===== src/rtl/alsu_cmd_seq.sv =====
`default_nettype none
// ============================================================================
// Module      : alsu_cmd_seq
// Description : Command FIFO and issue sequencer that feeds registered
//               operand/control words to an ALSU, repeating each command
//               in_repeat+1 consecutive cycles. Define ALSU_CMD_CHECK_EN to
//               drop illegal commands and count them in drop_cnt.
// Revision    : 1.0 - initial release
// ============================================================================
module alsu_cmd_seq #(
    parameter int DEPTH = 4,
    parameter int REP_W = 4
) (
    input  logic                     clk,
    input  logic                     rst,
    input  logic                     in_valid,
    output logic                     in_ready,
    input  logic [5:0]               in_A,
    input  logic [5:0]               in_B,
    input  logic [2:0]               in_opcode,
    input  logic                     in_cin,
    input  logic                     in_serial_in,
    input  logic                     in_red_op_A,
    input  logic                     in_red_op_B,
    input  logic                     in_bypass_A,
    input  logic                     in_bypass_B,
    input  logic                     in_direction,
    input  logic [REP_W-1:0]         in_repeat,
    output logic [5:0]               A,
    output logic [5:0]               B,
    output logic [2:0]               opcode,
    output logic                     cin,
    output logic                     serial_in,
    output logic                     red_op_A,
    output logic                     red_op_B,
    output logic                     bypass_A,
    output logic                     bypass_B,
    output logic                     direction,
    output logic                     issue_valid,
    output logic                     busy,
    output logic [$clog2(DEPTH):0]   count,
    output logic [7:0]               drop_cnt
);

    localparam int c_PTR_W = $clog2(DEPTH);
    localparam int c_CNT_W = c_PTR_W + 1;
    localparam int c_CMD_W = 22 + REP_W;

    localparam logic [0:0] c_IDLE  = 1'b0;
    localparam logic [0:0] c_ISSUE = 1'b1;

    logic [c_CMD_W-1:0] r_mem [DEPTH];
    logic [c_PTR_W-1:0] r_wr_ptr;
    logic [c_PTR_W-1:0] r_rd_ptr;
    logic [c_CNT_W-1:0] r_count;
    logic [0:0]         r_state;
    logic [REP_W-1:0]   r_rep_cnt;

    logic               w_full;
    logic               w_empty;
    logic               w_accept;
    logic               w_push;
    logic               w_pop;
    logic [c_CMD_W-1:0] w_wr_cmd;
    logic [c_CMD_W-1:0] w_head;

    assign w_full   = (r_count == c_CNT_W'(DEPTH));
    assign w_empty  = (r_count == '0);
    assign in_ready = !w_full;
    assign count    = r_count;
    assign busy     = (r_state == c_ISSUE);
    assign w_accept = in_valid && in_ready;

    assign w_wr_cmd = {in_A, in_B, in_opcode, in_cin, in_serial_in, in_red_op_A,
                       in_red_op_B, in_bypass_A, in_bypass_B, in_direction, in_repeat};
    assign w_head   = r_mem[r_rd_ptr];

    // A new head is taken whenever the current command has no repeats left.
    assign w_pop = !w_empty && (r_rep_cnt == '0);

`ifdef ALSU_CMD_CHECK_EN
    logic       w_bad;
    logic [7:0] r_drop_cnt;

    // Opcodes 6/7 are invalid; reductions only make sense for AND/XOR.
    assign w_bad  = (in_opcode[2:1] == 2'b11) ||
                    ((in_red_op_A || in_red_op_B) && (in_opcode[2:1] != 2'b00));
    assign w_push = w_accept && !w_bad;

    always_ff @(posedge clk) begin
        if (rst) begin
            r_drop_cnt <= 8'd0;
        end else if (w_accept && w_bad && (r_drop_cnt != 8'hFF)) begin
            r_drop_cnt <= r_drop_cnt + 8'd1;
        end
    end

    assign drop_cnt = r_drop_cnt;
`else
    assign w_push   = w_accept;
    assign drop_cnt = 8'd0;
`endif

    always_ff @(posedge clk) begin
        if (!rst && w_push) begin
            r_mem[r_wr_ptr] <= w_wr_cmd;
        end
    end

    always_ff @(posedge clk) begin
        if (rst) begin
            r_wr_ptr <= '0;
            r_rd_ptr <= '0;
            r_count  <= '0;
        end else begin
            if (w_push) begin
                r_wr_ptr <= r_wr_ptr + c_PTR_W'(1);
            end
            if (w_pop) begin
                r_rd_ptr <= r_rd_ptr + c_PTR_W'(1);
            end
            case ({w_push, w_pop})
                2'b10:   r_count <= r_count + c_CNT_W'(1);
                2'b01:   r_count <= r_count - c_CNT_W'(1);
                default: r_count <= r_count;
            endcase
        end
    end

    always_ff @(posedge clk) begin
        if (rst) begin
            r_state     <= c_IDLE;
            r_rep_cnt   <= '0;
            issue_valid <= 1'b0;
            {A, B, opcode, cin, serial_in, red_op_A, red_op_B,
             bypass_A, bypass_B, direction} <= '0;
        end else begin
            case (r_state)
                c_ISSUE: begin
                    if (r_rep_cnt != '0) begin
                        r_rep_cnt <= r_rep_cnt - REP_W'(1);
                    end else if (w_pop) begin
                        {A, B, opcode, cin, serial_in, red_op_A, red_op_B,
                         bypass_A, bypass_B, direction, r_rep_cnt} <= w_head;
                    end else begin
                        r_state     <= c_IDLE;
                        issue_valid <= 1'b0;
                        {A, B, opcode, cin, serial_in, red_op_A, red_op_B,
                         bypass_A, bypass_B, direction} <= '0;
                    end
                end
                default: begin
                    if (w_pop) begin
                        r_state     <= c_ISSUE;
                        issue_valid <= 1'b1;
                        {A, B, opcode, cin, serial_in, red_op_A, red_op_B,
                         bypass_A, bypass_B, direction, r_rep_cnt} <= w_head;
                    end else begin
                        r_state     <= c_IDLE;
                        issue_valid <= 1'b0;
                        {A, B, opcode, cin, serial_in, red_op_A, red_op_B,
                         bypass_A, bypass_B, direction} <= '0;
                    end
                end
            endcase
        end
    end

endmodule
`default_nettype wire

===== config.mk =====
export PLATFORM = sky130hd
export DESIGN_NAME = alsu_cmd_seq
export DESIGN_NICKNAME = d
export VERILOG_FILES = /design/src/rtl/alsu_cmd_seq.sv
export SDC_FILE = /design/constraint.sdc
export NUM_CORES = 1
export LEC_CHECK = 0
export ABC_CLOCK_PERIOD_IN_PS = 2100
export BUFFER_PORTS_ARGS = -buffer_cell sky130_fd_sc_hd__buf_2
export CAP_MARGIN = 40
export CORE_ASPECT_RATIO = 0.6
export CORE_MARGIN = 2
export CORE_UTILIZATION = 45
export CTS_BUF_LIST = sky130_fd_sc_hd__clkbuf_8 sky130_fd_sc_hd__clkbuf_16
export CTS_CLUSTER_DIAMETER = 30
export DETAILED_ROUTE_END_ITERATION = 16
export PLACE_DENSITY = 0.75
export SYNTH_ARGS = -nofsm -noshare
export SYNTH_HDL_FRONTEND = slang
export SYNTH_SLANG_ARGS = --single-unit

===== constraint.sdc =====
create_clock -name clk -period 2.1 [get_ports clk]
set_input_delay 0.42 -clock clk [delete_from_list [all_inputs] [get_ports clk]]
set_output_delay 0.42 -clock clk [all_outputs]
set_load 0.05 [all_outputs]

Word level (Yosys, flattened, before mapping)
Memories as Yosys holds them, arrays and structs flattened. A register that Yosys moved wholly into a read port is not among the register bits.
Index checks and enable logic that the tools add are counted.
Storage, ports and cells
  register bits after elaboration: 35
  memory bits (writable): 104
  input port bits: 29
  output and inout port bits: 36
  word-level logic and storage cells: 82
  memories: 1
Memories
  r_mem: depth 4, bits a word 26, read ports 1, clocked after memory_dff 1, write ports 1, line 52  | logic [c_CMD_W-1:0] r_mem [DEPTH];
Operators by class
  $add $sub $neg: 5
  eq/ne operators: 5
  mux-type cells: 44
  reductions and logical operators: 11
Operator list (count)
  $mux 6: 6
  $mux 1: 29
  $mux 4: 3
  $mux 3: 3
  $pmux 3 s2: 1
  $add 2x1->2 const B: 2
  $logic_not 4->1: 1
  $mux 2: 2
  $ne 2x2->1 const B: 2
  $reduce_bool 4->1: 1
  $sub 4x1->4 const B: 1
  $add 3x1->3 const B: 1
  $eq 3x3->1 const B: 1
  $logic_and 1x1->1: 3
  $logic_not 1->1: 3
  $logic_not 3->1: 1
  $sub 3x1->3 const B: 1
  $eq 2x1->1 const B: 1
  $eq 2x2->1 const B: 1
  $reduce_and 2->1: 1
  $reduce_bool 2->1: 1

Depth between registers and ports, before layout
  depth in word-level cells: 6
  gate-level depth with buffers: 11
  gate-level depth less buffers: 10

Worst setup path after synthesis
Ideal clock, no wire load.
  kind: flip-flop to flip-flop
  from: register r_count[2] (netlist: count[2])
  to: register r_count[2] (netlist: count[2])
  setup time: 0.070 ns
  arrival: 2.644 ns
  data required time: 2.030 ns
  path slack: -0.614 ns
  stages on the path, launching flop included: 10
  path buffers: 0
  clock period less this slack: 2.714 ns
  cells stage by stage: dfxtp_1 -> nor3b_1 -> inv_1 -> nand2_1 -> ha_1 -> inv_1 -> fa_1 -> xor2_1 -> or3_1 -> a21oi_1
On the way
  word-level cells in the longest chain between the ends: 5
  elaborated cells on any way between the ends: 12
  those cells by class: 2 x add/sub; 3 x eq/ne; 1 x mux; 6 x reduce/logical
Ends and longest elaborated chain
  start: declaration: line 55  | logic [c_CNT_W-1:0] r_count;
  start signal: assignment: line 123  | 2'b10: r_count <= r_count + c_CNT_W'(1);
  start signal: assignment: line 124  | 2'b01: r_count <= r_count - c_CNT_W'(1);
  start signal: assignment: line 125  | default: r_count <= r_count;
  $eq 3x3->1 (*): line 67  | assign w_full = (r_count == c_CNT_W'(DEPTH));
  $logic_not 1->1 (*): line 69  | assign in_ready = !w_full;
  via in_ready: line 17  | output logic in_ready,
  $logic_and 1x1->1 (*): line 72  | assign w_accept = in_valid && in_ready;
  $eq 2x1->1 or $eq 2x2->1 (tied branches): line 122  | case ({w_push, w_pop})
  $pmux 3 s2 or $reduce_bool 2->1 (tied branches)
The timed path passes the listed nets; every way through them passes the cells marked *.
A chain may end at the register's enable or synchronous reset.

Final worst setup path
  from: register r_rep_cnt[1]
  to: register r_count[2] (netlist: count[2])
On the way
  word-level cells in the longest chain between the ends: 4
  elaborated cells on any way between the ends: 6
  those cells by class: 2 x eq/ne; 1 x mux; 3 x reduce/logical
Ends and longest elaborated chain
  start: declaration: line 57  | logic [REP_W-1:0] r_rep_cnt;
  start signal: assignment: line 141  | r_rep_cnt <= r_rep_cnt - REP_W'(1);
  start signal: assignment: line 144  | bypass_A, bypass_B, direction, r_rep_cnt} <= w_head;
  start signal: assignment: line 157  | bypass_A, bypass_B, direction, r_rep_cnt} <= w_head;
  $logic_not 4->1 (*): line 79  | assign w_pop = !w_empty && (r_rep_cnt == '0);
  $logic_and 1x1->1 (*): line 79
  via w_pop: line 63  | logic w_pop;
  $eq 2x1->1 or $eq 2x2->1 (tied branches): line 122
  $pmux 3 s2 or $reduce_bool 2->1 (tied branches)
Marked as above.

==> run_results.csv <==
group,metric,value,unit
global_route,antenna_found_initial,0,
worst_setup_path,start_kind,"flip-flop",
synth,synth_top_family_by_area,"multiplexers",
global_route,grt_pass1_vias,2876,
clocking,clock_insertion_delay_worst_skew,0.42,ns
global_route,grt_usage,17.4,%
sta,fin_worst_skew,0.00884,ns
clocking,cts_hold_buffers,0,
placement,port_buffers,56,
sta,worst_hold_slack,0.217,ns
sta,rsz0062_at_grt,"true",
cells_and_area,drive_above_1_share,39.9,%
routing,drt_first_iter_violations,189,
clocking,cts.clk_slew.worst_paths,0.06,ns
global_route,grt_pass1_wl,15700,um
sta,max_freq,441,MHz
synth,synth_mux_area_share,11.5,%
synth,async_reset_ff_share,0,%
worst_setup_path,worst_ep_arrival_time,2.61,ns
die,die_x,144,um
sta,layout_setup_ws,-0.167,ns
synth,synth_top_area_share,59.1,%
die,num_rows,30,
die,ios,65,
clocking,h-tree-depth,4,
synth,synth_xor_area_share,0.332,%
routing,drcViolationCount,0,
power,p_leak,2.39,nW
clocking,cts.sinks,141,
sta,finalCriticalPeriod,2.27,ns
synth,synthFlopType,"edfxtp_1",
cells_and_area,finalNonFillerCells,546,
routing,vias,2826,
sta,hold_violations,0,
routing,drt.antenna.violating_nets,0,
global_route,grt_max_degree,27,
die,core_area,11400,um2
die,die_h,87.9,um
routing,first_pass_iters,4,
power,powerDensity,1370,nW/um2
placement,dp_slack,-0.147,ns
placement,placed_area,5920,um2
cells_and_area,finalNetCount,409,
synth,netlist_area,5280,um2
routing,viasPerCell,5.18,
synth,synth.avg_cell_area,18.2,um2
synth,synth_cell_types,38,
synth,ys_seq_area_share,73.1,%
job,max-cap-violations,0,
status,violations,"setup timing",
synth,ys_seq_elements,141,
cells_and_area,antenna_cells,0,
clocking,numCtsBuffers,17,
die,initial_core_util,46.5,%
synth,synth-compound-area-share,5.66,%
synth,ys_warn_count,0,
synth,synth_edf_count,104,
clocking,root_buffer,"clkbuf_16",
routing,wl,10100,um
sta,period_share,108,%
die,dieArea,12700,um2
power,ir_drop,0.000597,V
synth,yosys-top-cells-area,"edfxtp_1 59%, dfxtp_1 14%, mux4_2 11%, a22o_1 3.6%, ha_1 1.4%",
hold_path,hold_class,"in -> reg",
global_route,grt_overflow,0,
cells_and_area,final_area,6590,um2
worst_setup_path,required,2.44,ns
cells_and_area,syn2layout_area_growth,24.6,%
synth,synthSimpleGateAreaFrac,4.24,%
placement,dp.cells,513,
worst_setup_path,crit_fanout,2,
worst_setup_path,end_kind,"flip-flop",
placement,hpwl,6230,um
clocking,tritoncts,"done",
sta,slew_viol_final,0,
sta,finalSetupViolCount,1,
clocking,clk_path_buf_depth,2,
placement,gp_congestion,0.774,
routing,wl_per_cell,18.5,um
synth,synth-adder-area-share,1.80,%
synth,yosysTopAreaCell,"edfxtp_1",
worst_setup_path,critPathKind,"reg -> reg",
power,total_power,8.99,mW
synth,syn_inst,291,
status,status,"finished, violations left",
placed cells by master, fill, tap and decap left out, types with 3 or more instances in the layout:
cell type / Yosys / layout
nor3b_2: 1 / 3
bufinv_16: 0 / 6
mux4_2: 26 / 26
o21ai_0: 5 / 5
a21oi_1: 12 / 11
nor2_1: 6 / 5
nand2_1: 3 / 3
nor2b_1: 3 / 3
ha_1: 6 / 4
buf_4: 9 / 17
and2_1: 4 / 4
buf_12: 0 / 5
conb_1: 1 / 8
edfxtp_1: 104 / 104
dfxtp_1: 37 / 31
nand3_1: 6 / 6
inv_2: 0 / 4
inv_1: 10 / 7
nor3_1: 3 / 3
clkbuf_16: 0 / 17
buf_2: 4 / 56
clkinv_1: 0 / 3
clkinv_2: 0 / 3
dfxtp_2: 0 / 5
a22o_1: 22 / 22
routing by layer:
layer / vias to the layer above / part of all wire (%) / track usage [%]
li1: 1299 / - / -
met1: 1438 / 45 / 22.5
met2: 74 / 48 / 27.0
met3: 15 / 5.7 / 6.34
met4: 0 / 1.2 / 7.58
met5: - / 0 / 0
flip-flops by register name, summed over array words and instances (netlist names), 2 cells and up, named ones only:
signal / count
B: 6
r_mem: 104
r_wr_ptr: 2
r_rd_ptr: 2
r_rep_cnt: 4
A: 6
count: 3
opcode: 3
worst max-delay path, cell delays in order, from the launching register on:
cell,delay (ns)
dfxtp_2,0.32
inv_2,0.06
ha_4,0.13
or3b_4,0.39
nor2_2,0.09
ha_2,0.19
inv_2,0.04
fa_2,0.35
xor2_1,0.17
or3_1,0.32
a21oi_2,0.14
Yosys cell counts (2+ instances only):
| cell type | instances |
|---|---|
| buf_2 | 4 |
| xor2_1 | 2 |
| nor3_1 | 3 |
| buf_6 | 2 |
| a21oi_1 | 12 |
| and2_1 | 4 |
| mux4_2 | 26 |
| nand3_1 | 6 |
| buf_4 | 9 |
| edfxtp_1 | 104 |
| inv_1 | 10 |
| nor3b_1 | 2 |
| clkbuf_1 | 5 |
| a22o_1 | 22 |
| nor2b_1 | 3 |
| ha_1 | 6 |
| dfxtp_1 | 37 |
| o21ai_0 | 5 |
| mux2i_1 | 2 |
| nand2_1 | 3 |
| nor2_1 | 6 |
| or3_1 | 2 |
stage by stage:
stage               util, %  setup TNS [ns]
floorplan                 -          -0.188
global placement       52.0         -0.0778
detailed placement     52.0          -0.147
CTS                    57.8          -0.158
global route           57.9          -0.320
finish                 57.9          -0.167
power breakdown:
group / leakage, nW / total [mW] / switching, mW / internal, mW
Sequential: 1.25 / 3.50 / 0.187 / 3.31
Clock: 0.320 / 3.30 / 1.10 / 2.20
Combinational: 0.819 / 2.20 / 1.36 / 0.841
Total: 2.39 / 8.99 / 2.64 / 6.35
kinds of logic after synthesis:
group,Yosys count
DFF,141
muxes,28
buffers and inverters,32
other,1
AOI/OAI and AO/OA,42
adders and majority gates,7
xor gates and xnor gates,2
and+or+nand+nor,38
area by class of cell:
cell class	count	area, um2
fill	845	4790
sequential	141	3870
multi-input combinational	125	1310
timing repair buffer	78	508
clock buffer	17	425
clock inverter	15	226
tap	160	200
inverter	10	37.5
final timing paths:
path	from	to	cells past startpoint	slack, ns
worst max-delay path	r_rep_cnt[1]	count[2]	10	-0.17
worst min-delay path	in_A[4]	r_mem[2][24]	1	0.22
worst max register to register	r_rep_cnt[1]	count[2]	10	-0.17
worst min register to register	cin	cin	1	0.47
timing repair:
| item | 4_1_cts | 5_1_grt |
|---|---|---|
| cloned | 0 | 0 |
| setup buffers | 0 | 1 |
| endpoints found under the hold margin | 0 | 0 |
| pin swaps | 0 | 1 |
| resized for setup | 2 | 0 |
| endpoints found under the setup margin | 2 | 2 |
(Power assumes the default switching activity.)
